File: src/rtl/pause_ctrl_pkg.sv
`default_nettype none
// ============================================================================
// Module      : pause_ctrl_pkg
// Description : Shared types and constants for the pause/dim controller.
//               Holds the pause FSM state encoding, the RGB field widths of
//               the 8-bit {r[2:0],g[2:0],b[1:0]} pixel and the default
//               dimming delay.
// Config      : PAUSE_CTRL_FRAME_ALIGN_EN (PEND_* states used only when set)
// Revision    : 1.0 - initial release
// ============================================================================
package pause_ctrl_pkg;

  // PEND_* states are only reachable in the frame-aligned build.
  typedef enum logic [1:0] {
    ST_RUN      = 2'b00,
    ST_PEND_ON  = 2'b01,
    ST_PAUSED   = 2'b10,
    ST_PEND_OFF = 2'b11
  } state_t;

  localparam int R_W   = 3;
  localparam int G_W   = 3;
  localparam int B_W   = 2;
  localparam int RGB_W = R_W + G_W + B_W;

  // 10 s of user pause at 48 MHz before the picture dims.
  localparam logic [31:0] DIM_CYCLES_DEFAULT = 32'h1C9C3800;

endpackage : pause_ctrl_pkg
`default_nettype wire

File: src/rtl/pause_ctrl_rgb_dimmer.sv
`default_nettype none
// ============================================================================
// Module      : pause_ctrl_rgb_dimmer
// Description : Splits the 8-bit pixel into its R/G/B fields, halves each
//               field when i_en is set, and registers the result through an
//               RGB_LAT-deep pipeline. i_en travels down a matching pipeline
//               so o_en describes the pixel currently on o_rgb.
// Ports       : clk_sys  - system clock
//               reset    - synchronous, active-high
//               i_en     - apply dimming to this pixel
//               i_rgb    - {r[2:0],g[2:0],b[1:0]} pixel in
//               o_rgb    - pixel out, RGB_LAT cycles later
//               o_en     - i_en delayed to match o_rgb
// Config      : none (behaviour identical with/without
//               PAUSE_CTRL_FRAME_ALIGN_EN)
// Revision    : 1.0 - initial release
// ============================================================================
module pause_ctrl_rgb_dimmer
  import pause_ctrl_pkg::*;
#(
  parameter int RGB_LAT = 1
) (
  input  logic             clk_sys,
  input  logic             reset,
  input  logic             i_en,
  input  logic [RGB_W-1:0] i_rgb,
  output logic [RGB_W-1:0] o_rgb,
  output logic             o_en
);

  logic [R_W-1:0]   w_r;
  logic [G_W-1:0]   w_g;
  logic [B_W-1:0]   w_b;
  logic [RGB_W-1:0] w_rgb_dim;
  logic [RGB_W-1:0] w_rgb_sel;

  logic [RGB_W-1:0] r_rgb_pipe [RGB_LAT];
  logic             r_en_pipe  [RGB_LAT];

  assign w_r = i_rgb[RGB_W-1 -: R_W];
  assign w_g = i_rgb[B_W +: G_W];
  assign w_b = i_rgb[0 +: B_W];

  // Each field shifted right by one: roughly half brightness per channel.
  assign w_rgb_dim = {1'b0, w_r[R_W-1:1], 1'b0, w_g[G_W-1:1], 1'b0, w_b[B_W-1:1]};
  assign w_rgb_sel = i_en ? w_rgb_dim : i_rgb;

  always_ff @(posedge clk_sys) begin
    if (reset) begin
      for (int i = 0; i < RGB_LAT; i++) begin
        r_rgb_pipe[i] <= '0;
        r_en_pipe[i]  <= 1'b0;
      end
    end else begin
      r_rgb_pipe[0] <= w_rgb_sel;
      r_en_pipe[0]  <= i_en;
      for (int i = 1; i < RGB_LAT; i++) begin
        r_rgb_pipe[i] <= r_rgb_pipe[i-1];
        r_en_pipe[i]  <= r_en_pipe[i-1];
      end
    end
  end

  assign o_rgb = r_rgb_pipe[RGB_LAT-1];
  assign o_en  = r_en_pipe[RGB_LAT-1];

endmodule : pause_ctrl_rgb_dimmer
`default_nettype wire

File: src/rtl/pause_ctrl.sv
`default_nettype none
// ============================================================================
// Module      : pause_ctrl
// Description : Central pause/dim controller. Merges the user pause toggle,
//               OSD-open pause and hiscore RAM access into the core's
//               active-low pause_n, aligns user/OSD pause entry and exit to
//               the start of vertical blank, and dims the picture after a
//               long user pause.
// Ports       : clk_sys      - system clock (48 MHz)
//               reset        - synchronous, active-high
//               pause_btn    - raw joystick pause button level
//               osd_open     - OSD visible
//               osd_pause_en - pause while the OSD is open
//               hs_access    - hiscore module requests core RAM
//               vblank       - vertical blank from video timing
//               rgb_in       - {r[2:0],g[2:0],b[1:0]} pixel in
//               pause_n      - to core, 0 = halted
//               paused       - user/OSD pause in effect
//               dim_active   - dimming applied to rgb_out
//               rgb_out      - pixel out, RGB_LAT cycles after rgb_in
// Config      : PAUSE_CTRL_FRAME_ALIGN_EN - when defined, pause entry and
//               exit wait for the rising edge of vblank (PEND_* states);
//               when undefined, RUN<->PAUSED follows the request directly.
// Revision    : 1.0 - initial release
// ============================================================================
module pause_ctrl
  import pause_ctrl_pkg::*;
#(
  parameter logic [31:0] DIM_CYCLES = DIM_CYCLES_DEFAULT,
  parameter int          RGB_LAT    = 1
) (
  input  logic             clk_sys,
  input  logic             reset,
  input  logic             pause_btn,
  input  logic             osd_open,
  input  logic             osd_pause_en,
  input  logic             hs_access,
  input  logic             vblank,
  input  logic [RGB_W-1:0] rgb_in,
  output logic             pause_n,
  output logic             paused,
  output logic             dim_active,
  output logic [RGB_W-1:0] rgb_out
);

  logic        r_btn_d;
  logic        r_toggle;
  state_t      r_state;
  logic        r_paused;
  logic        r_pause_n;
  logic [31:0] r_dim_cnt;

  logic        w_btn_rise;
  logic        w_want;
  state_t      w_state_nxt;
  logic        w_paused_nxt;
  logic        w_dim_en;

  assign w_btn_rise = pause_btn & ~r_btn_d;
  assign w_want     = r_toggle | (osd_open & osd_pause_en);

`ifdef PAUSE_CTRL_FRAME_ALIGN_EN
  logic r_vblank_d;
  logic w_vbl_rise;

  always_ff @(posedge clk_sys) begin
    if (reset) r_vblank_d <= 1'b0;
    else       r_vblank_d <= vblank;
  end

  assign w_vbl_rise = vblank & ~r_vblank_d;

  // A request arriving together with vbl_rise still passes through PEND_*,
  // so the transition lands on the following frame boundary.
  always_comb begin
    w_state_nxt = r_state;
    case (r_state)
      ST_RUN:      if (w_want) w_state_nxt = ST_PEND_ON;
      ST_PEND_ON:  if (!w_want) w_state_nxt = ST_RUN;
                   else if (w_vbl_rise) w_state_nxt = ST_PAUSED;
      ST_PAUSED:   if (!w_want) w_state_nxt = ST_PEND_OFF;
      ST_PEND_OFF: if (w_want) w_state_nxt = ST_PAUSED;
                   else if (w_vbl_rise) w_state_nxt = ST_RUN;
      default:     w_state_nxt = ST_RUN;
    endcase
  end
`else
  // Frame alignment disabled: vblank has no influence on pausing.
  logic w_unused_vblank;
  assign w_unused_vblank = vblank;

  always_comb begin
    w_state_nxt = r_state;
    case (r_state)
      ST_RUN:    if (w_want) w_state_nxt = ST_PAUSED;
      ST_PAUSED: if (!w_want) w_state_nxt = ST_RUN;
      default:   w_state_nxt = ST_RUN;
    endcase
  end
`endif

  // PEND_OFF still counts as paused: the core keeps halted until the frame edge.
  assign w_paused_nxt = (w_state_nxt == ST_PAUSED) || (w_state_nxt == ST_PEND_OFF);

  always_ff @(posedge clk_sys) begin
    if (reset) begin
      // Previous level resets high so a button held through reset is not an edge.
      r_btn_d   <= 1'b1;
      r_toggle  <= 1'b0;
      r_state   <= ST_RUN;
      r_paused  <= 1'b0;
      r_pause_n <= 1'b1;
      r_dim_cnt <= '0;
    end else begin
      r_btn_d   <= pause_btn;
      r_toggle  <= r_toggle ^ w_btn_rise;
      r_state   <= w_state_nxt;
      r_paused  <= w_paused_nxt;
      // hs_access bypasses the frame alignment entirely.
      r_pause_n <= ~(w_paused_nxt | hs_access);
      // Only a user pause (toggle set) ages towards dimming; OSD pause does not.
      if ((r_state == ST_PAUSED) && r_toggle) begin
        if (r_dim_cnt != DIM_CYCLES) r_dim_cnt <= r_dim_cnt + 32'd1;
      end else begin
        r_dim_cnt <= '0;
      end
    end
  end

  assign w_dim_en = (r_dim_cnt == DIM_CYCLES);

  pause_ctrl_rgb_dimmer #(
    .RGB_LAT (RGB_LAT)
  ) u_rgb_dimmer (
    .clk_sys (clk_sys),
    .reset   (reset),
    .i_en    (w_dim_en),
    .i_rgb   (rgb_in),
    .o_rgb   (rgb_out),
    .o_en    (dim_active)
  );

  assign pause_n = r_pause_n;
  assign paused  = r_paused;

endmodule : pause_ctrl
`default_nettype wire

File: config.mk
export PLATFORM = sky130hd
export DESIGN_NAME = pause_ctrl
export DESIGN_NICKNAME = d
export VERILOG_FILES = /design/src/rtl/pause_ctrl_pkg.sv /design/src/rtl/pause_ctrl_rgb_dimmer.sv /design/src/rtl/pause_ctrl.sv
export SDC_FILE = /design/constraint.sdc
export NUM_CORES = 1
export LEC_CHECK = 0
export BUFFER_PORTS_ARGS = -buffer_cell sky130_fd_sc_hd__buf_2
export CAP_MARGIN = 10
export CORE_ASPECT_RATIO = 0.9
export CORE_UTILIZATION = 45
export DETAILED_ROUTE_END_ITERATION = 10
export PLACE_DENSITY = 0.73
export SLEW_MARGIN = 40
export SYNTH_ARGS = -nofsm -noshare
export SYNTH_HDL_FRONTEND = slang
export SYNTH_SLANG_ARGS = --single-unit
File: constraint.sdc
create_clock -name clk_sys -period 2.6 [get_ports clk_sys]
set_input_delay 0.39 -clock clk_sys [delete_from_list [all_inputs] [get_ports clk_sys]]
set_output_delay 0.39 -clock clk_sys [all_outputs]
set_load 0.01 [all_outputs]
==> results by group <==
GRT
  • GRT Overall Usage: 18.0%
  • Vias in the first global route: 1,547
  • Pin count of the biggest net entering global routing: 29
  • Initial antenna violation count: 0
  • Gr ovfl total: 0
  • Global-route wire length before repair: 6560 um

Clock tree
  • Clk_lat worst skew: 0.30 ns
  • Gates resized, CTS repair: 0
  • CTS sink count: 47
  • Clk buf depth: 2
  • Number of CTS-inserted buffers: 5
  • Clock root cell: clkbuf_8
  • Cts hold-fix bufs: 0
  • TritonCTS clock tree: done
  • Post-CTS setup repair buffer count: 0
  • Clock slew at reported path FFs: 0.09 ns
  • Depth of the CTS H-tree: 2

Synthesis
  • Syn Nets: 248
  • Synth async-reset ratio: 0%
  • Mux cell area share after synthesis: 4.45%
  • Simple logic cell fraction of the synthesized area: 31.1%
  • Area leader, netlist: dfxtp_1
  • Post-Synth Adder-Cell Area: 1.24%
  • Compound-Gate Fraction of Synth Area: 4.94%
  • Synth Area in XOR/XNOR: 8.65%
  • Synth Flop Type: dfxtp_1
  • Synth Instances: 231
  • Synth top cells by count: dfxtp_1, nor2_1, nand3_1
  • Synth area leaders: dfxtp_1, nor2_1, xnor2_1
  • Largest family of logic cells by synthesized area: simple AND/OR/NAND/NOR gates
  • Netlist cell types: 32
  • Count leader, synth: dfxtp_1
  • Seq cells post-synth: 47
  • Post-synth EDFFs: 0
  • Syn Area/Cell: 8.76 um^2
  • Sequential area share after synthesis: 46.5%
  • Syn. warnings: 0
  • Area of the mapped netlist: 2020 um^2
  • Share of the synthesized area in the top cell type: 46.5%

Setup path
  • Critical Path, Cell by Cell: nand3_2 > or4_1 > or4_4 > or3_1 > a21oi_1
  • Crit Path Max Fanout: 8
  • WP data arrival: 2.53 ns
  • Crit path buf inv count: 0
  • Worst setup EP type: register
  • Slowest CP cell: or4_1
  • Kind of critical path: register to register
  • CP required: 2.81 ns
  • CP max stage delay: 0.67 ns
  • CP Launch Type: register
  • Family with the most delay on the worst path: simple AND/OR/NAND/NOR gates

Detailed routing
  • Per-cell routed wire length: 12.2 um
  • First-pass DRT Iterations: 4
  • Final ANT Viol Nets: 0
  • Drt total wl: 3870 um
  • DRT iter0 DRCs: 96
  • Residual DRC: 0
  • Vias per cell: 5.13
  • Via count: 1,622

STA
  • Slew HR: 61.5%
  • Fin. max-slew vios: 0
  • Final hold vios: 0
  • Final Cycle Share: 89.0%
  • Slew @ Worst Pin: 0.576 ns
  • Final setup vio count: 0
  • Maximum clock rate: 432 MHz
  • Setup TNS: 0 ns
  • Layout Skew: 0.00951 ns
  • Final Critical Period: 2.31 ns
  • RSZ-0062 raised after global routing: false

Pwr
  • Worst VDD drop: 0.358 mV
  • Lkg Pwr: 0.771 nW
  • Cell Pwr Density: 567 nW/um^2

Finish
  • Multi-input gate area: 1020 um^2
  • Area growth syn-to-layout: 14.0%
  • Reg area: 941 um^2
  • Final Net Count: 272
  • Share of cells above drive strength 1: 17.2%
  • Antenna Cells: 0
  • Fill count: 398
  • Final cell count without fillers: 316

Placed design
  • Gp weighted congestion: 0.795
  • DP Cell Count: 308
  • Hpwl dp: 2760 um
  • Port bufs: 24

Floorplanning
  • Die Wd: 72.7 um
  • Row count: 22
  • Initial core utilization: 48.4%
  • # IOs: 26
  • Die area: 4770 um^2
  • Die Span Y: 65.6 um
  • Core area: 4180 um^2

Run status
  • Outcome: completed

Job
  • Max-cap violations: 0

Worst hold path
  • Hold/Removal Path Class: input port to register
-- through the flow --
step | area (um^2) | hold slack, ns | worst slack (ns) | utilization (%) | total power, W
global placement | 2190 | 0.447 | 0.360 | 52.5 | 0.000791
detailed placement | 2190 | 0.441 | 0.305 | 52.5 | 0.000792
floorplan | 2020 | 0.428 | 0.488 | - | 0.000770
global route | 2310 | 0.244 | 0.125 | 55.1 | 0.00136
finish | 2310 | 0.255 | 0.286 | 55.1 | 0.00131
CTS | 2310 | 0.257 | 0.279 | 55.1 | 0.00132
-- kinds of logic (layout without fill, tap and decap cells) --
family,count (synthesis),after routing
buffers and inverters,15,40
AO/OA/AOI/OAI,20,20
other,1,1
adder cells (fa/ha/maj),2,2
multiplexers,9,9
flip-flops,47,47
XOR/XNOR,20,20
AND/OR/NAND/NOR,117,117
-- registers in the layout (all words and copies together) (netlist names) --
signal,cells
r_dim_cnt,32
u_rgb_dimmer.r_rgb_pipe,8
r_state,2
pause_n,1
paused,1
r_btn_d,1
r_toggle,1
u_rgb_dimmer.r_en_pipe,1
-- placed cells by master (no fill, tap or decap), drive strengths merged, types with 7 or more instances in the layout --
cell type,n
inv,7
nor4,9
dfxtp,47
buf,25
mux2i,9
xor2,8
or3,10
nor2,29
nand3,18
o21ai,9
nand2,15
a21oi,11
xnor2,12
-- report_power, final --
group / leakage (nW) / switching [W] / internal, W
Combinational: 0.331 / 0.0000198 / 0.0000196
Sequential: 0.382 / 0.00000437 / 0.000731
Clock: 0.0581 / 0.000246 / 0.000286
Total: 0.771 / 0.000271 / 0.00104
-- per-layer routing --
| metal | part of all wire [%] | wire, um | track usage, % |
|---|---|---|---|
| met3 | 5.0 | 195 | 5.21 |
| met1 | 48 | 1850 | 21.8 |
| met5 | 0 | 0 | 0 |
| met4 | 0.57 | 22 | 5.88 |
| met2 | 46 | 1800 | 30.5 |
-- cell type report --
class	instances	share of cell area, %
inverter	7	1.14
clock inverter	3	1.90
timing repair buffer	25	5.53
clock buffer	5	2.98
tap	60	3.25
sequential	47	40.8
multi-input combinational	169	44.4
-- final timing paths --
kind	slack, ns	start	cells after the start	end
setup reg to reg	0.29	r_dim_cnt[11]	5	r_dim_cnt[28]
hold / removal	0.26	hs_access	2	pause_n
setup / recovery	0.29	r_dim_cnt[11]	5	r_dim_cnt[28]
hold reg to reg	0.47	r_state[0]	1	paused
Note: power is estimated with default switching activity, not from simulation.
